===== src/rtl/core_reset_seq.sv =====
// Core reset sequencer: holds hard and core reset across config changes, downloads and
// user requests, and releases the core only once every required ROM index has been loaded.
module core_reset_seq #(
  parameter int unsigned          WATCH_W   = 8,
  parameter int unsigned          HOLD_W    = 16,
  parameter int unsigned          HARD_HOLD = 16'hFFFF,
  parameter int unsigned          SOFT_HOLD = 16,
  parameter int unsigned          NUM_ROMS  = 1,
  parameter logic [NUM_ROMS-1:0]  REQ_MASK  = '1
) (
  input  logic                clk_sys,
  input  logic                reset_n,
  input  logic [WATCH_W-1:0]  cfg_watch,
  input  logic                hard_req,
  input  logic                soft_req,
  input  logic                ioctl_download,
  input  logic [7:0]          ioctl_index,
  output logic                hard_reset,
  output logic                core_reset,
  output logic [NUM_ROMS-1:0] rom_loaded,
  output logic                all_loaded,
  output logic [2:0]          state
);

  typedef enum logic [2:0] {
    HARD     = 3'd0,
    WAIT_ROM = 3'd1,
    SOFT     = 3'd2,
    RUN      = 3'd3
  } state_t;

  localparam logic [HOLD_W-1:0] HARD_LD = HOLD_W'(HARD_HOLD);
  localparam logic [HOLD_W-1:0] SOFT_LD = HOLD_W'(SOFT_HOLD);

  state_t              state_q, state_d;
  logic [HOLD_W-1:0]   cnt_q, cnt_d;
  logic [WATCH_W-1:0]  cfg_d;
  logic                armed;
  logic                dl_d;
  logic [7:0]          idx_q;
  logic [NUM_ROMS-1:0] rom_set;
  logic                cfg_chg;
  logic                hard_cause;

  // armed lags reset release by one edge so the first cfg sample is never a change
  assign cfg_chg    = armed & (|(cfg_watch ^ cfg_d));
  assign hard_cause = hard_req | ioctl_download | cfg_chg;
  assign all_loaded = &(rom_loaded | ~REQ_MASK);
  assign state      = state_q;

  always_comb begin
    rom_set = '0;
    if (dl_d && !ioctl_download) begin
      for (int unsigned i = 0; i < NUM_ROMS; i++) begin
        if (idx_q == 8'(i)) rom_set[i] = 1'b1;
      end
    end
  end

  always_comb begin
    state_d = state_q;
    cnt_d   = cnt_q;
    if (hard_cause) begin
      state_d = HARD;
      cnt_d   = HARD_LD;
    end else begin
      unique case (state_q)
        HARD: begin
          if (cnt_q == '0) begin
            if (all_loaded) begin
              state_d = SOFT;
              cnt_d   = SOFT_LD;
            end else begin
              state_d = WAIT_ROM;
            end
          end else begin
            cnt_d = cnt_q - HOLD_W'(1);
          end
        end
        WAIT_ROM: begin
          if (all_loaded) begin
            state_d = SOFT;
            cnt_d   = SOFT_LD;
          end
        end
        SOFT: begin
          if (soft_req) begin
            cnt_d = SOFT_LD;
          end else if (cnt_q == '0) begin
            state_d = RUN;
          end else begin
            cnt_d = cnt_q - HOLD_W'(1);
          end
        end
        RUN: begin
          if (soft_req) begin
            state_d = SOFT;
            cnt_d   = SOFT_LD;
          end
        end
        default: begin
          state_d = HARD;
          cnt_d   = HARD_LD;
        end
      endcase
    end
  end

  always_ff @(posedge clk_sys or negedge reset_n) begin
    if (!reset_n) begin
      state_q    <= HARD;
      cnt_q      <= HARD_LD;
      hard_reset <= 1'b1;
      core_reset <= 1'b1;
      rom_loaded <= '0;
      cfg_d      <= '0;
      armed      <= 1'b0;
      dl_d       <= 1'b0;
      idx_q      <= '0;
    end else begin
      state_q    <= state_d;
      cnt_q      <= cnt_d;
      hard_reset <= (state_d == HARD);
      core_reset <= (state_d != RUN);
      rom_loaded <= rom_loaded | rom_set;
      cfg_d      <= cfg_watch;
      armed      <= 1'b1;
      dl_d       <= ioctl_download;
      if (ioctl_download) idx_q <= ioctl_index;
    end
  end

endmodule


===== config.mk =====
export PLATFORM = sky130hd
export DESIGN_NAME = core_reset_seq
export DESIGN_NICKNAME = d
export VERILOG_FILES = /design/src/rtl/core_reset_seq.sv
export SDC_FILE = /design/constraint.sdc
export NUM_CORES = 1
export LEC_CHECK = 0
export ABC_AREA = 1
export CAP_MARGIN = 40
export CELL_PAD_IN_SITES_DETAIL_PLACEMENT = 1
export CELL_PAD_IN_SITES_GLOBAL_PLACEMENT = 1
export CORE_ASPECT_RATIO = 0.8
export CORE_MARGIN = 10
export CORE_UTILIZATION = 30
export CTS_CLUSTER_SIZE = 30
export DETAILED_ROUTE_END_ITERATION = 10
export PLACE_DENSITY = 0.73
export SETUP_SLACK_MARGIN = 0.2
export SLEW_MARGIN = 10
export SYNTH_ARGS = -nofsm -noshare
export SYNTH_HDL_FRONTEND = slang
export SYNTH_SLANG_ARGS = --single-unit
export TNS_END_PERCENT = 100

===== constraint.sdc =====
create_clock -name clk_sys -period 2.8 [get_ports clk_sys]
set_clock_uncertainty 0.1 [all_clocks]
set_input_delay 0.56 -clock clk_sys [delete_from_list [all_inputs] [get_ports clk_sys]]
set_output_delay 0.56 -clock clk_sys [all_outputs]
set_load 0.01 [all_outputs]

==> results.json <==
{
  "status": "finished clean",
  "yosys_warnings": 0,
  "crit_path_max_incr_delay_ps": 570,
  "fillCellCount": 916,
  "antenna_left": 0,
  "cts_tree": "done",
  "grt_pass1_wl_mm": 10.52,
  "clkTransAtPathRegs_ps": 90,
  "clockPowerShare": 0.348,
  "io_pins": 28,
  "final_common_cell": "nand2_1",
  "maxSlewViolCount": 0,
  "grt_usage": 0.1143,
  "htree_levels": 2,
  "diodes": 0,
  "pwr-share-comb": 0.110,
  "grt_pass1_vias": 2096,
  "clk_path_buf_depth": 2,
  "criticalPathCategory": "reg2reg",
  "p_int_uw": 841.3,
  "row_count": 28,
  "cts_hold_buf": 1,
  "critPathRequiredTime_ps": 2940,
  "final_cell_mix": "nand2_1 (70), nor2_1 (38), inv_1 (27)",
  "gr-total-overflow": 0,
  "die_area_um2": 11450,
  "detailed_place_hpwl_mm": 4.558,
  "cp-end-kind": "register",
  "antenna_found_initial": 0,
  "use_met2": 0.1857,
  "grt_max_degree": 36,
  "switching_power_uw": 299.3,
  "max_freq_mhz": 473.7,
  "drive_gt1_frac": 0.1698,
  "io_buffers": 27,
  "core_um2": 7357,
  "swShare": 0.2624,
  "syn-mean-instance-area_um2": 7.946,
  "path_delay_family": "simple AND/OR/NAND/NOR gates",
  "die_h_um": 97.71,
  "nNetsFinal": 340,
  "netlist-cell-type-count": 34,
  "min_period_over_period": 0.7540,
  "cts.sinks": 40,
  "via_per_inst": 4.809,
  "wl_per_cell_um": 15.00,
  "hold_viol": 0,
  "hold_path.class": "reg2reg",
  "drt_iter0_markers": 97,
  "peakVddDrop_mv": 0.1740,
  "dp.cells": 399,
  "routed_wl_mm": 6.120,
  "insertion_delay_ps": 310,
  "syn_area_um2": 2265,
  "drtPass1Iterations": 4,
  "vias": 1962,
  "cts-buffers-inserted": 5,
  "stdcell_count": 408,
  "worstPathArrival_ps": 2250,
  "path_buf_inv": 1,
  "seq_area_um2": 1023,
  "grtUsageMet1": 0.1454,
  "critical_path.max_fanout": 24,
  "cts_resized": 0,
  "cellPowerDensity_nw_per_um2": 418.7,
  "fin_tns_setup_ps": 0,
  "postCtsSetupBuffers": 0,
  "met3_usage": 0.02222,
  "total_leakage_power_uw": 0.001172,
  "grt_setup_unrepaired": "no",
  "crit_slowest_cell": "dfstp_2",
  "start_kind": "register",
  "synth-seq-area-share": 0.4519,
  "setup-violations-final": 0,
  "start_util": 0.3078,
  "power_frac_seq": 0.542,
  "place_congestion": 0.8462,
  "path_cells": "inv_1, ha_1, nand2_1, nor2_4, nand3_1, nand2_2, nand3_4, nand2_2, o21ai_0, nand2_1",
  "drc": 0,
  "syn2layout_area_growth_pct": 20.28,
  "ys_ff_latch": 40,
  "fin_crit_ps": 2111,
  "die_x_um": 117.1,
  "cap_violations": 0,
  "grt-busiest-layer": "met2",
  "multi_input_area_um2": 1087,
  "ctsRootBufferMaster": "clkbuf_8",
  "syn_inst": 285,
  "synthesis.nets": 308
}
==> cell usage after synthesis <==
library cell  number  share of area
nor2_4             2         0.0099
conb_1             2         0.0033
nand3_2            2         0.0088
nor2_1            38          0.063
nand3_4            2          0.015
nor2_2             5          0.014
ha_1               2          0.011
o21ai_1            3         0.0066
a21boi_0           2         0.0066
nand2_1           70           0.12
dfrtp_1           22           0.24
inv_2              1         0.0017
nand3_1           19          0.042
nor3_1             2         0.0044
o21ai_0           16          0.035
xor2_1             3          0.012
a31oi_1            1         0.0028
nand2_4            2         0.0099
buf_4              3         0.0099
o211ai_1           1         0.0033
nand3b_1           2         0.0066
buf_6              2         0.0099
dfstp_2           18           0.21
nand2_2            9          0.025
or3_1              1         0.0028
nand4_1            6          0.017
and2_1             1         0.0028
clkbuf_1           1         0.0017
mux2_2             2         0.0099
a21oi_1            9          0.020
nor4_1             2         0.0055
a21oi_2            1         0.0039
xnor2_1            6          0.023
inv_1             27          0.045
==> power groups by stage <==
stage                     clock network (uW)  registers [uW]  logic (uW)
after CTS                                413             619         127
final                                    397             618         125
after global routing                     438             622         142
after floorplan                            0             625        61.8
after global placement                     0             628         117
after detailed placement                   0             629         126
==> cells by family after synthesis <==
| family | count (synthesis) | synth area share |
|---|---|---|
| and+or+nand+nor | 163 | 0.3425 |
| buffers and inverters | 34 | 0.06795 |
| other | 2 | 0.003316 |
| muxes | 2 | 0.009944 |
| AOI/OAI and AO/OA | 33 | 0.07845 |
| xor gates and xnor gates | 9 | 0.03481 |
| DFF | 40 | 0.4519 |
| adders and majority gates | 2 | 0.01105 |
==> stage by stage <==
step                      cell area [um2]    util  total power (uW)  worst slack [ps]  hold slack [ps]
after floorplan                      2265       -             686.6              1105            164.4
after global placement               2609  0.3546             744.8             437.7            372.6
after detailed placement             2629  0.3573             754.4             383.1            301.4
after CTS                            2724  0.3702              1159             667.6            400.9
after global routing                 2724  0.3702              1202             469.3            425.1
final                                2724  0.3702              1141             688.7            399.9
==> area by class of cell <==
type	instances	area share
Clock inverter	1	0.003215
Clock buffer	7	0.02802
Tap cell	90	0.04134
Sequential cell	40	0.3757
Inverter	28	0.03859
Multi-Input combinational cell	211	0.3992
Timing Repair Buffer	31	0.1139
==> sequential cells by signal (all words and copies together), names as in the netlist <==
signal	count
core_reset	1
all_loaded	1
cfg_d	8
idx_q	8
cnt_q	16
hard_reset	1
armed	1
state	3
dl_d	1
==> per-layer routing <==
metal,wire (um),up-vias
li1,-,968
met3,181,10
met4,112,0
met2,2890,25
met1,2935,959
met5,0,-
==> worst reg2reg max path, cell delays in order, from the launching register on <==
cell     delay [ps]
dfstp_2         570
inv_1           110
ha_1            220
nand2_1         100
nor2_4           50
nand3_1          70
nand2_2          90
nand3_4         270
nand2_2         170
o21ai_0         210
nand2_1          70
==> worst paths after layout <==
| kind | start | endpoint | slack (ps) | depth (start not counted) |
|---|---|---|---|---|
| worst max-delay path | cnt_q[0] | cnt_q[12] | 690 | 10 |
| worst min-delay path | cnt_q[11] | cnt_q[11] | 400 | 2 |
| worst max register to register | cnt_q[0] | cnt_q[12] | 690 | 10 |
| worst min register to register | cnt_q[11] | cnt_q[11] | 400 | 2 |
| max in group asynchronous | reset_n | cnt_q[5] | 1570 | 3 |
| min in group asynchronous | reset_n | idx_q[5] | 540 | 2 |
Power figures use the tool's default switching activity.
